--- src/rtl/xc_malu_pkg.sv ---
// rtl/xc_malu_pkg.sv - shared encodings for the multi-cycle ALU sequencer
//
// Holds the funct3 op encodings, the sequencer state encoding and the
// number of divide iterations. Imported by xc_malu_fixup and xc_malu_ctrl.

package xc_malu_pkg;

    // funct3 order of the M-extension ops
    localparam logic [2:0] XC_MALU_OP_MUL    = 3'd0;
    localparam logic [2:0] XC_MALU_OP_MULH   = 3'd1;
    localparam logic [2:0] XC_MALU_OP_MULHSU = 3'd2;
    localparam logic [2:0] XC_MALU_OP_MULHU  = 3'd3;
    localparam logic [2:0] XC_MALU_OP_DIV    = 3'd4;
    localparam logic [2:0] XC_MALU_OP_DIVU   = 3'd5;
    localparam logic [2:0] XC_MALU_OP_REM    = 3'd6;
    localparam logic [2:0] XC_MALU_OP_REMU   = 3'd7;

    // Iterations the divide unit needs; ready is expected when count reaches it
    localparam int XC_MALU_DIV_STEPS = 32;

    typedef enum logic [1:0] {
        XC_MALU_ST_IDLE = 2'd0,
        XC_MALU_ST_BUSY = 2'd1,
        XC_MALU_ST_DONE = 2'd2
    } xc_malu_state_t;

    // DIV/DIVU/REM/REMU all have funct3[2] set
    function automatic logic xc_malu_op_is_div(input logic [2:0] op);
        return op[2];
    endfunction

endpackage

--- src/rtl/xc_malu_fixup.sv ---
// rtl/xc_malu_fixup.sv - combinational sign fixup and result select
//
// Ports:
//   i_op       3       operation (funct3 order)
//   i_rs1_sgn  1       sign bit of captured rs1
//   i_rs2_sgn  1       sign bit of captured rs2
//   i_rs2_zero 1       captured rs2 is zero
//   i_acc      2*XLEN  accumulator (multiply product)
//   i_arg_0    XLEN    remainder magnitude
//   i_arg_1    XLEN    quotient magnitude
//   o_result   XLEN    final architectural result

module xc_malu_fixup
    import xc_malu_pkg::*;
#(
    parameter int XLEN = 32
) (
    input  logic [2:0]        i_op,
    input  logic              i_rs1_sgn,
    input  logic              i_rs2_sgn,
    input  logic              i_rs2_zero,
    input  logic [2*XLEN-1:0] i_acc,
    input  logic [XLEN-1:0]   i_arg_0,
    input  logic [XLEN-1:0]   i_arg_1,
    output logic [XLEN-1:0]   o_result
);

    logic w_div_neg;
    logic w_rem_neg;

    // Divide by zero leaves the all-ones quotient un-negated; the remainder
    // follows the dividend sign, which also makes x/0 return x.
    assign w_div_neg = (i_op == XC_MALU_OP_DIV) && (i_rs1_sgn ^ i_rs2_sgn) && !i_rs2_zero;
    assign w_rem_neg = (i_op == XC_MALU_OP_REM) && i_rs1_sgn;

    always_comb begin
        o_result = '0;
        case (i_op)
            XC_MALU_OP_MUL:
                o_result = i_acc[XLEN-1:0];
            XC_MALU_OP_MULH, XC_MALU_OP_MULHSU, XC_MALU_OP_MULHU:
                o_result = i_acc[2*XLEN-1:XLEN];
            XC_MALU_OP_DIV, XC_MALU_OP_DIVU:
                o_result = w_div_neg ? (-i_arg_1) : i_arg_1;
            default:
                o_result = w_rem_neg ? (-i_arg_0) : i_arg_0;
        endcase
    end

endmodule

--- src/rtl/xc_malu_ctrl.sv ---
// rtl/xc_malu_ctrl.sv - multi-cycle ALU sequencer (IDLE/BUSY/DONE)
//
// Accepts one MUL/DIV/REM request, owns count/acc/arg_0/arg_1, drives the
// selected iteration unit, commits its next state and holds the result until
// the consumer takes it.
//
// Optional feature macro: XC_MALU_DIVZERO_FAST_EN
//   defined   - DIV*/REM* by zero completes on the accepting edge
//   undefined - divide by zero iterates like any other divide
//
// Ports:
//   clock, resetn                      clock, async active-low reset
//   req_valid/req_ready/req_op/rs1/rs2 request handshake and operands
//   flush                              abort, drop any result
//   rsp_valid/rsp_ready/rsp_result     response handshake and result
//   u_rs1/u_rs2/u_count/u_acc/u_arg_*  shared state presented to the units
//   u_signed/u_lhs_sgn/u_rhs_sgn       operand signedness for the units
//   mul_valid/div_valid/u_flush        unit enables and forwarded flush
//   mul_n_*/mul_ready, div_n_*/div_ready  unit next-state and completion

module xc_malu_ctrl
    import xc_malu_pkg::*;
#(
    parameter int XLEN  = 32,
    parameter int CNT_W = 6
) (
    input  logic              clock,
    input  logic              resetn,
    input  logic              req_valid,
    output logic              req_ready,
    input  logic [2:0]        req_op,
    input  logic [XLEN-1:0]   req_rs1,
    input  logic [XLEN-1:0]   req_rs2,
    input  logic              flush,
    output logic              rsp_valid,
    input  logic              rsp_ready,
    output logic [XLEN-1:0]   rsp_result,
    output logic [XLEN-1:0]   u_rs1,
    output logic [XLEN-1:0]   u_rs2,
    output logic [CNT_W-1:0]  u_count,
    output logic [2*XLEN-1:0] u_acc,
    output logic [XLEN-1:0]   u_arg_0,
    output logic [XLEN-1:0]   u_arg_1,
    output logic              u_signed,
    output logic              u_lhs_sgn,
    output logic              u_rhs_sgn,
    output logic              mul_valid,
    output logic              div_valid,
    output logic              u_flush,
    input  logic [2*XLEN-1:0] mul_n_acc,
    input  logic [XLEN-1:0]   mul_n_arg_0,
    input  logic [XLEN-1:0]   mul_n_arg_1,
    input  logic              mul_ready,
    input  logic [2*XLEN-1:0] div_n_acc,
    input  logic [XLEN-1:0]   div_n_arg_0,
    input  logic [XLEN-1:0]   div_n_arg_1,
    input  logic              div_ready
);

    xc_malu_state_t    r_state;
    logic [2:0]        r_op;
    logic [XLEN-1:0]   r_rs1;
    logic [XLEN-1:0]   r_rs2;
    logic [CNT_W-1:0]  r_count;
    logic [2*XLEN-1:0] r_acc;
    logic [XLEN-1:0]   r_arg_0;
    logic [XLEN-1:0]   r_arg_1;
    logic              r_start;
    logic              r_req_ready;
    logic              r_rsp_valid;
    logic [XLEN-1:0]   r_result;
    logic              r_mul_valid;
    logic              r_div_valid;

    logic              w_sel_div;
    logic [2*XLEN-1:0] w_n_acc;
    logic [XLEN-1:0]   w_n_arg_0;
    logic [XLEN-1:0]   w_n_arg_1;
    logic              w_unit_ready;
    logic [XLEN-1:0]   w_result;
    logic              w_count_max;

    // Unit mux: the captured op picks which unit's next state is committed
    assign w_sel_div    = xc_malu_op_is_div(r_op);
    assign w_n_acc      = w_sel_div ? div_n_acc   : mul_n_acc;
    assign w_n_arg_0    = w_sel_div ? div_n_arg_0 : mul_n_arg_0;
    assign w_n_arg_1    = w_sel_div ? div_n_arg_1 : mul_n_arg_1;
    assign w_unit_ready = w_sel_div ? div_ready   : mul_ready;
    assign w_count_max  = (r_count == CNT_W'(XC_MALU_DIV_STEPS));

`ifdef XC_MALU_DIVZERO_FAST_EN
    logic            w_req_div_zero;
    logic [XLEN-1:0] w_fast_result;

    // Same values the iterative path produces: quotient all ones, remainder rs1
    assign w_req_div_zero = xc_malu_op_is_div(req_op) && (req_rs2 == '0);
    assign w_fast_result  = req_op[1] ? req_rs1 : '1;
`endif

    xc_malu_fixup #(
        .XLEN (XLEN)
    ) u_fixup (
        .i_op       (r_op),
        .i_rs1_sgn  (r_rs1[XLEN-1]),
        .i_rs2_sgn  (r_rs2[XLEN-1]),
        .i_rs2_zero (r_rs2 == '0),
        .i_acc      (r_acc),
        .i_arg_0    (r_arg_0),
        .i_arg_1    (r_arg_1),
        .o_result   (w_result)
    );

    always_ff @(posedge clock or negedge resetn) begin
        if (!resetn) begin
            r_state     <= XC_MALU_ST_IDLE;
            r_op        <= '0;
            r_rs1       <= '0;
            r_rs2       <= '0;
            r_count     <= '0;
            r_acc       <= '0;
            r_arg_0     <= '0;
            r_arg_1     <= '0;
            r_start     <= 1'b0;
            r_req_ready <= 1'b0;
            r_rsp_valid <= 1'b0;
            r_result    <= '0;
            r_mul_valid <= 1'b0;
            r_div_valid <= 1'b0;
        end else if (flush) begin
            r_state     <= XC_MALU_ST_IDLE;
            r_start     <= 1'b0;
            r_req_ready <= 1'b1;
            r_rsp_valid <= 1'b0;
            r_mul_valid <= 1'b0;
            r_div_valid <= 1'b0;
        end else begin
            case (r_state)
                XC_MALU_ST_IDLE: begin
                    // req_ready is low for the first cycle out of reset
                    r_req_ready <= 1'b1;
                    if (req_valid && r_req_ready) begin
                        r_op        <= req_op;
                        r_rs1       <= req_rs1;
                        r_rs2       <= req_rs2;
                        r_count     <= '0;
                        r_req_ready <= 1'b0;
`ifdef XC_MALU_DIVZERO_FAST_EN
                        if (w_req_div_zero) begin
                            r_state     <= XC_MALU_ST_DONE;
                            r_rsp_valid <= 1'b1;
                            r_result    <= w_fast_result;
                        end else
`endif
                        begin
                            r_state     <= XC_MALU_ST_BUSY;
                            r_start     <= 1'b1;
                            r_mul_valid <= !xc_malu_op_is_div(req_op);
                            r_div_valid <= xc_malu_op_is_div(req_op);
                        end
                    end
                end
                XC_MALU_ST_BUSY: begin
                    r_start <= 1'b0;
                    if (w_unit_ready) begin
                        // Result comes from the state already committed; the
                        // unit's next state this cycle is discarded.
                        r_result    <= w_result;
                        r_rsp_valid <= 1'b1;
                        r_mul_valid <= 1'b0;
                        r_div_valid <= 1'b0;
                        r_state     <= XC_MALU_ST_DONE;
                    end else begin
                        r_acc   <= w_n_acc;
                        r_arg_0 <= w_n_arg_0;
                        r_arg_1 <= w_n_arg_1;
                        // Start cycle holds count at 0; saturate at the step limit
                        if (!r_start && !w_count_max) begin
                            r_count <= r_count + CNT_W'(1);
                        end
                    end
                end
                XC_MALU_ST_DONE: begin
                    if (rsp_ready) begin
                        r_rsp_valid <= 1'b0;
                        r_req_ready <= 1'b1;
                        r_state     <= XC_MALU_ST_IDLE;
                    end
                end
                default: begin
                    r_state <= XC_MALU_ST_IDLE;
                end
            endcase
        end
    end

    assign req_ready  = r_req_ready;
    assign rsp_valid  = r_rsp_valid;
    assign rsp_result = r_result;
    assign u_rs1      = r_rs1;
    assign u_rs2      = r_rs2;
    assign u_count    = r_count;
    assign u_acc      = r_acc;
    assign u_arg_0    = r_arg_0;
    assign u_arg_1    = r_arg_1;
    assign u_signed   = (r_op == XC_MALU_OP_DIV) || (r_op == XC_MALU_OP_REM);
    assign u_lhs_sgn  = (r_op == XC_MALU_OP_MULH) || (r_op == XC_MALU_OP_MULHSU);
    assign u_rhs_sgn  = (r_op == XC_MALU_OP_MULH);
    assign mul_valid  = r_mul_valid;
    assign div_valid  = r_div_valid;
    assign u_flush    = flush;

endmodule

--- config.mk ---
export PLATFORM = sky130hd
export DESIGN_NAME = xc_malu_ctrl
export DESIGN_NICKNAME = d
export VERILOG_FILES = /design/src/rtl/xc_malu_pkg.sv /design/src/rtl/xc_malu_fixup.sv /design/src/rtl/xc_malu_ctrl.sv
export SDC_FILE = /design/constraint.sdc
export NUM_CORES = 1
export LEC_CHECK = 0
export ABC_AREA = 1
export BUFFER_PORTS_ARGS = -buffer_cell sky130_fd_sc_hd__buf_2
export CORE_AREA = 4 4 217 219
export DETAILED_ROUTE_END_ITERATION = 12
export DIE_AREA = 0 0 221 223
export GPL_TIMING_DRIVEN = 1
export HOLD_SLACK_MARGIN = 0.1
export PLACE_DENSITY = 0.53
export SETUP_SLACK_MARGIN = 0.1
export SYNTH_ARGS = -nofsm -noshare
export SYNTH_HDL_FRONTEND = slang
export SYNTH_HIERARCHICAL = 1
export SYNTH_SLANG_ARGS = --single-unit
export TNS_END_PERCENT = 20
--- constraint.sdc ---
create_clock -name clock -period 1.61 [get_ports clock]
set_input_delay 0.161 -clock clock [delete_from_list [all_inputs] [get_ports clock]]
set_output_delay 0.161 -clock clock [all_outputs]
set_load 0.02 [all_outputs]
* Word-level counts from Yosys, hierarchy flattened
Index checks and enable logic that the tools add are counted.
Storage, ports and cells: register bits 240, input bits 330, logic and storage cells 98
Operators by class: $add $sub $neg 3, equal/unequal tests 15, multiplexer cells 34, bitwise logic cells 3, reductions and logical operators 29
Operators by type and width (number):
- two-way mux 32 bit | 4
- case mux 32 bit (3 select lines) | 1
- two-way mux 64 bit | 1
- negation 32 bit | 2
- logical NOT 32 bit | 1
- two-way mux 6 bit | 3
- AND reduction 3 bit | 6
- two-way mux 1 bit | 14
- case mux 6 bit (2 select lines) | 1
- case mux 1 bit (2 select lines) | 5
- equality test 3 bit, second input constant | 3
- != test 3 bit, second input constant | 3
- nonzero test 3 bit | 3
- two-way mux 2 bit | 4
- adder 6 x 1 -> 6 bit, second input constant | 1
- equality test 3 x 2 -> 1 bit, second input constant | 2
- equality test 6 bit, second input constant | 1
- != test 2 bit, second input constant | 3
- case mux 2 bit (3 select lines) | 1
- logical AND 1 bit | 5
- AND reduction 5 bit | 1
- logical NOT 1 bit | 4
- AND reduction 2 bit | 2
- equality test 3 x 1 -> 1 bit, second input constant | 1
- other kinds (10) | 12

* Logic depth before layout (Yosys ltp)
Gate-level depths: netlist of run 1.
word-level depth 6, gate-level depth with buffers 17

* Cells and area by module
The synthesis of run 1 kept the hierarchy.
By module, submodules not included:
- xc_malu_ctrl | instances 1, cells each 1259, area each 10894.2 um2, seq. area each 6005.8 um2
- xc_malu_fixup | instances 1, cells each 625, area each 2870.3 um2, seq. area each 0.0 um2

* Worst setup path before layout of run 1
No wires, ideal clock.
kind register -> register, start point reg r_rs2[15] (netlist: u_rs2[15]), end point reg r_result[25] (netlist: rsp_result[25]), library setup time 117 ps, arrival 1722 ps, slack -229 ps, stages on the path, launching flop included 16, path buffers 1, period minus slack after synthesis 1839 ps, cell sequence dfrtp_1 > nor2_1 > nand2_1 > nor2_1 > nand2_1 > nor3_1 > inv_1 > nand3_1 > nor2_4 > buf_4 > nand2_4 > nand3b_1 > nand3_1 > nand3b_1 > nand3_1 > nand2_1
Between the ends: word-level cells in the longest chain between the ends 5
RTL lines:
- start: declaration | RTL line xc_malu_ctrl.sv:63 | logic [XLEN-1:0] r_rs2;
- start signal: assignment | RTL line xc_malu_ctrl.sv:144 | r_rs2 <= req_rs2;
- logical NOT 32 bit | RTL line xc_malu_ctrl.sv:106 | .i_rs2_zero (r_rs2 == '0),
- logical NOT 1 bit | RTL line xc_malu_fixup.sv:33 | assign w_div_neg = (i_op == XC_MALU_OP_DIV) && (i_rs1_sgn ^ i_rs2_sgn) && !i_rs2_zero;
- logical AND 1 bit | RTL line xc_malu_fixup.sv:33
- two-way mux 32 bit | RTL line xc_malu_fixup.sv:44 | o_result = w_div_neg ? (-i_arg_1) : i_arg_1;
- case mux 32 bit (3 select lines) | RTL line xc_malu_fixup.sv:38 | case (i_op)
- named net w_result[25] | RTL line xc_malu_ctrl.sv:80 | logic [XLEN-1:0] w_result;
- end signal: assignment | RTL line xc_malu_ctrl.sv:167 | r_result <= w_result;
- end: declaration | RTL line xc_malu_ctrl.sv:71 | logic [XLEN-1:0] r_result;
The timed path passes the listed nets, and every way through them passes these cells. A chain may end at the register's enable or synchronous reset.

* Worst setup path after layout of run 1
start point reg r_rs2[7] (netlist: u_rs2[7]), end point reg r_result[23] (netlist: rsp_result[23])
Same word-level chain as after synthesis.

==> flow_summary.toml, run 1 <==
[critical_path]
rr_endpoint = "rsp_result[23]"
critPathTopFamily = "simple AND/OR/NAND/NOR gates"
r2r-start = "u_rs2[7]"
slowest_stage = "dfrtp_2"
cpMostUsedCell = "nand2_1"
reg2regPathDepth = 17
end_kind = "flop"
crit_fanout = 8
critical_path_class = "flop to flop"
crit_required_ns = 2.08
cp_cell_sequence = "nor2_2 > nand2_1 > nor2_2 > nand2_2 > nor3_2 > buf_4 > inv_4 > nand3_4 > nor2_4 > buf_12 > buf_12 > nand2_1 > nand2_1 > nand3_1 > nand4_1 > nand3_1 > nand2_1"
cp_num_buf_inv = 4
crit_cells = 17
critPathArrivalTime_ns = 2.57
max_stage_delay_ns = 0.41
start_kind = "flop"
regToRegSetupSlack_ns = -0.50

[sta]
fin_ws_ns = -0.496
finalCritPeriodShare_pct = 131
final-setup-viol-count = 168
hold_slack_ns = 0.234
rsz0062_at_grt = "true"
tns_ns = -34.06
finClkSkew_ns = 0.0112
max_freq_mhz = 475
period_needed_ns = 2.11
slew_viol_final = 0
finalHoldViolations = 0
worst_pin_slew_ns = 0.768
max_slew_margin_pct = 48.7

[final_layout]
final_cell_count_no_fill = 3651
fillerInstances = 4178
layout-drive-gt1-share_pct = 38.7
syn_to_final_growth_pct = 80.5
final_common_cell = "nand2_1"
nets = 3365
layout_common_cells = "nand2_1 (755), buf_2 (557), dlygate4sd3_1 (329), buf_4 (255), dfrtp_1 (224)"
fin_area_sq_um = 24900

[clocking]
cts_buffer_depth = 3
clock_latency_ns = 0.58
numCtsBuffers = 28
clk_pin_slew_ns = 0.06
htreeDepth = 1
cts_tree = "yes"
cts.sinks = 240
clockRootBuffer = "clkbuf_16"

[min_path]
hold_end = "u_count[0]"
min-delay-path-class = "input port to flop"
hp-start = "mul_ready"
holdPathStages = 9

[drt]
drtIter0Drc = 1348
dr_total_vias = 17900
dr.pass1.iters = 5
ant_nets = 0
route.detailed.drc = 0
routedWlPerCell_um = 20.8
avgViaCountPerCell = 4.91
drt-total-wl_um = 76100

[placement]
dp_cells = 3225
gp_congestion = 0.920
dpl.hpwl_um = 51800
place_area_sq_um = 19200
port_buffers = 567

[logic_synthesis]
synth_area_leaders = "dfrtp_1 (44%), nand2_1 (21%), o211ai_1 (7.1%)"
synth-async-reset-ratio_pct = 100
synth-seq-cells = 240
synth-edff-count = 0
post-synth-top-area-cell = "dfrtp_1"
syn_inst = 1884
synth.avg_cell_area_sq_um = 7.31
ys_types = 37
synth_top_area_share_pct = 43.6
yosysSeqAreaShare_pct = 43.6
ys.warnings.count = 6
synth-main-ff-cell = "dfrtp_1"
synth_area_sq_um = 13800
synth.net_count = 2218

[global_route]
grt-ovfl-total = 0
grt_pass1_vias = 18500
grt_max_degree = 77
grt_pass1_wl_um = 112000
grt_usage_pct = 29.1
antenna_found_initial = 2

[floorplan]
dieArea_sq_um = 49300
core_area_sq_um = 45100
ios = 568
start_util_pct = 30.5
die_w_um = 221
die_h_um = 223
rows = 78

[run_status]
violations = "negative setup slack"
outcome = "finished, violations left"

[pwr]
peakVddDrop_mv = 0.943
leakage_nw = 13.1
power_mw = 42.2
cellPowerDensity_nw_per_um2 = 1700

[run]
maxCapViolCount = 0
-- layer usage --
| layer | track usage [%] | vias up | share of wire (%) |
|---|---|---|---|
| li1 | - | 8409 | - |
| met1 | 36.2 | 8470 | 40 |
| met2 | 51.4 | 852 | 49 |
| met3 | 5.30 | 204 | 6.8 |
| met4 | 9.10 | 2 | 4.1 |
| met5 | 0 | - | 0.017 |
-- power by group --
group / leakage (nW) / internal (mW) / total [mW] / switching, mW
logic: 9.67 / 10.3 / 24.3 / 13.9
clock network: 0.458 / 3.83 / 6.54 / 2.71
registers: 3.00 / 8.59 / 11.4 / 2.84
-- Yosys cell counts, types with 18 or more instances --
cell type    n
nor2_1     123
o211ai_1   131
inv_1       90
a22o_1      18
or2_2      129
nand4_1     19
dfrtp_1    240
nand3b_1    18
o21ai_0     28
nand2_1    787
buf_2       35
nand3_1    142
clkbuf_1    47
-- stage by stage --
| stage | setup slack [ns] | util, % |
|---|---|---|
| finish | -0.496 | 55.1 |
| global route | -0.673 | 55.1 |
| CTS | -0.533 | 53.9 |
| detailed placement | -0.632 | 42.5 |
| global placement | -0.603 | 42.5 |
| floorplan | -0.132 | - |
-- final cells by class --
class                   instances  area (sq um)  area share [%]
multi-input cells            1448          7300            29.4
clock inverters                 7           110           0.443
well taps                     600           751            3.02
flip-flops and latches        240          6030            24.3
repair buffers               1216          9440            38.0
diodes                          2          5.00          0.0201
inverters                      97           393            1.58
clock buffers                  41           820            3.30
-- worst min-delay path, stage by stage --
cell and delay (ns):
buf_2 0.08, inv_1 0.04, nand2_2 0.07, nand2_4 0.06, buf_4 0.14, nand2_1 0.07, nor2_2 0.05, nand2_1 0.05
nand2_1 0.05
-- worst max-delay path by stage --
| stage | slack (ns) | to | startpoint |
|---|---|---|---|
| after floorplan | -0.13 | rsp_result[6] | u_rs2[14] |
| after global placement | -0.60 | rsp_result[30] | u_rs2[7] |
| after detailed placement | -0.63 | rsp_result[26] | u_rs2[14] |
| after CTS | -0.53 | rsp_result[23] | u_rs2[5] |
| after global routing | -0.67 | rsp_result[13] | u_rs2[7] |
| final | -0.50 | rsp_result[23] | u_rs2[7] |
-- timing repair --
action | CTS | global route
cloned | 14 | 8
gates resized for setup | 110 | 76
pin swaps | 36 | 64
setup buffers | 18 | 8
endpoints found under the hold margin | 441 | 0
hold buffers | 329 | 0
endpoints found under the setup margin | 227 | 267
-- flip-flops by register name, summed over array words and instances, names as in the netlist --
name and cells:
div_valid 1, mul_valid 1, r_op 3, r_start 1
r_state 2, req_ready 1, rsp_result 32, rsp_valid 1
u_acc 64, u_arg_0 32, u_arg_1 32, u_count 6
u_rs1 32, u_rs2 32
-- cells by family (layout without fill, tap and decap cells) --
| logic type | Yosys count | count (layout) | synth area share [%] |
|---|---|---|---|
| and+or+nand+nor | 1236 | 1238 | 38.6 |
| DFF | 240 | 240 | 43.6 |
| adders and majority gates | 4 | 4 | 0.364 |
| buffers and inverters | 198 | 1361 | 6.64 |
| xor gates and xnor gates | 5 | 5 | 0.318 |
| AOI/OAI and AO/OA | 201 | 201 | 10.4 |
| other | 0 | 2 | 0 |
Note: power is estimated with default switching activity, not from simulation.
==> run 2: changes to the inputs <==
--- a/config.mk
+++ b/config.mk
@@ -5,14 +5,14 @@
 export SDC_FILE = /design/constraint.sdc
 export NUM_CORES = 1
 export LEC_CHECK = 0
-export ABC_AREA = 1
+export ABC_AREA = 0
 export BUFFER_PORTS_ARGS = -buffer_cell sky130_fd_sc_hd__buf_2
-export CORE_AREA = 4 4 217 219
+export CORE_AREA = 4 4 222 224
 export DETAILED_ROUTE_END_ITERATION = 12
-export DIE_AREA = 0 0 221 223
+export DIE_AREA = 0 0 226 228
 export GPL_TIMING_DRIVEN = 1
 export HOLD_SLACK_MARGIN = 0.1
-export PLACE_DENSITY = 0.53
+export PLACE_DENSITY = 0.49
 export SETUP_SLACK_MARGIN = 0.1
 export SYNTH_ARGS = -nofsm -noshare
 export SYNTH_HDL_FRONTEND = slang
==> flow_summary.toml, run 2 <==
[sta]
finalCritPeriodShare_pct = 160
finalHoldViolations = 0
max_slew_margin_pct = 30.8
final-setup-viol-count = 174
worst_pin_slew_ns = 1.04
period_needed_ns = 2.57
slew_viol_final = 0
max_freq_mhz = 389
fin_ws_ns = -0.961
rsz0062_at_grt = "true"
hold_slack_ns = 0.107
finClkSkew_ns = 0.0275

[floorplan]
dieArea_sq_um = 51500
start_util_pct = 27.0
die_h_um = 228
ios = 568
core_area_sq_um = 47300
die_w_um = 226
rows = 80

[logic_synthesis]
synth-edff-count = 0
synthTopCellsByCount = "nand2_1 (391), dfrtp_1 (240), o21ai_0 (152)"
yosysMostFrequentCell = "nand2_1"
synth-seq-cells = 240
syn_inst = 1410
synth-main-ff-cell = "dfrtp_1"
synth_area_leaders = "dfrtp_1 (47%), nand2_1 (11%), mux2i_1 (11%)"
synth_area_sq_um = 12800
synth_top_area_share_pct = 46.9
yosysSeqAreaShare_pct = 46.9
synth-async-reset-ratio_pct = 100
post-synth-top-area-cell = "dfrtp_1"
ys.warnings.count = 6
synth.avg_cell_area_sq_um = 9.08
ys_types = 65
synth.net_count = 1744

[pwr]
p_sw_mw = 19.6
internal-power_mw = 24.1
peakVddDrop_mv = 0.800
p_sw_share_pct = 44.9
clkPwrFrac_pct = 16.3
p_seq_share_pct = 25.4
power_frac_comb_pct = 58.3
leakage_nw = 12.5
cellPowerDensity_nw_per_um2 = 1720

[global_route]
grt_pass1_vias = 16700
antenna_found_initial = 1
grt-ovfl-total = 0
grt_max_degree = 74
grt_usage_pct = 25.9
grt_pass1_wl_um = 103000

[placement]
port_buffers = 567
post-place-ws_ns = -1.02
gp_congestion = 0.897
dpl.hpwl_um = 48800

[clocking]
clockRootBuffer = "clkbuf_16"
numCtsBuffers = 31
htreeDepth = 1
cts_tree = "yes"
cts.sinks = 240
cts_buffer_depth = 3
clock_latency_ns = 0.58
clk_pin_slew_ns = 0.06

[drt]
ant_nets = 0
drtIter0Drc = 977
drt-total-wl_um = 71000
dr.pass1.iters = 5
dr_total_vias = 15700
route.detailed.drc = 0
routedWlPerCell_um = 22.1
avgViaCountPerCell = 4.89

[final_layout]
fillerInstances = 4104
register_area_sq_um = 6040
final_common_cell = "buf_2"
layout_common_cells = "buf_2 (538), dlygate4sd3_1 (325), nand2_1 (322), buf_4 (238), dfrtp_1 (218)"
syn_to_final_growth_pct = 99.1
layout-drive-gt1-share_pct = 47.0
largest_reg_flops = 64
nets = 2912
multi_input_area_sq_um = 7680

[critical_path]
critPathArrivalTime_ns = 3.02
critical_path_class = "flop to flop"
end_kind = "flop"
crit_fanout = 5
crit_required_ns = 2.06
start_kind = "flop"

[run_status]
outcome = "finished, violations left"
violations = "negative setup slack"

[run]
maxCapViolCount = 0

[min_path]
min-delay-path-class = "input port to flop"
[run 2: cell count changes after synthesis, moves of 19 or more]
cell	before	now
nand2_1	787	391
mux2i_1	0	142
nand3_1	142	10
or2_2	129	1
o211ai_1	131	7
o21ai_0	28	152
inv_1	90	12
nor2_1	123	46
mux2_1	0	32
a21oi_1	6	35
nor4_1	0	24
clkbuf_1	47	68
xor2_1	3	22
[run 2: routing by layer]
layer / vias to the layer above / track usage [%] / wire length, um
li1: 7322 / - / -
met1: 7581 / 31.7 / 28300
met2: 679 / 44.9 / 35000
met3: 155 / 5.37 / 4850
met4: 0 / 9.57 / 2800
met5: - / 0 / 0
[run 2: power by group through the flow]
| stage | clock, mW | combinational (mW) | sequential [mW] |
|---|---|---|---|
| finish | 7.12 | 25.5 | 11.1 |
| global route | 7.57 | 27.0 | 11.4 |
| CTS | 7.28 | 23.8 | 10.9 |
| detailed placement | 0 | 21.3 | 10.8 |
| global placement | 0 | 21.2 | 10.8 |
| floorplan | 0 | 6.83 | 14.1 |
[run 2: cells by family (layout without fill, tap and decap cells)]
family          Yosys count  after routing  share of synthesized area, %
other cells               0              1                             0
mux                     176            176                          14.1
simple gates            555            556                          18.7
buf+inv                 109           1300                          3.67
fa+ha+maj                 4              4                         0.391
xor+xnor                 39             39                          2.67
compound gates          287            287                          13.5
flops                   240            240                          46.9
[run 2: critical path, stage by stage, from the launching register on]
cell and delay (ns):
dfrtp_2 0.40, or4_4 0.56, or4_4 0.57, buf_6 0.16, o31ai_4 0.19, mux2i_1 0.10, a211o_1 0.22, mux2_4 0.26
[run 2: area by class of cell]
class	instances	area share, %
flip-flops and latches	240	23.7
well taps	615	3.02
diodes	1	0.00982
multi-input cells	1062	30.1
inverters	12	0.177
repair buffers	1231	38.9
clock inverters	19	0.849
clock buffers	38	3.23
[run 2: path summary, 6_finish.rpt]
kind,from,endpoint,slack (ns),cells after the start
worst max-delay path,u_arg_1[17],rsp_result[25],-0.96,7
worst min-delay path,mul_n_acc[56],u_acc[56],0.11,4
worst max register to register,u_arg_1[17],rsp_result[25],-0.96,7
worst min register to register,u_rs1[21],u_rs1[21],0.47,2
max in group asynchronous,resetn,u_acc[17],0.36,3
min in group asynchronous,resetn,u_arg_0[7],0.18,3
[run 2: timing repair]
item                       CTS  global route
pin swaps                   69            66
hold endpoints to repair   442             0
hold buffers               326             0
setup buffers               17            15
setup endpoints to repair  251           284
cloned                      22             8
gates resized for setup    298           229
[run 2: per-stage QoR]
step | std cells | setup TNS (ns) | util, % | total power, mW | cell area (sq um)
final | 3218 | -86.59 | 53.8 | 43.7 | 25500
after global routing | 3217 | -100.67 | 53.8 | 46.1 | 25500
after floorplan | 1410 | -25.05 | - | 20.9 | 13200
after global placement | 2781 | -95.76 | 39.4 | 32.0 | 18700
after CTS | 3199 | -76.73 | 51.7 | 42.0 | 24500
after detailed placement | 2781 | -98.16 | 39.4 | 32.2 | 18700
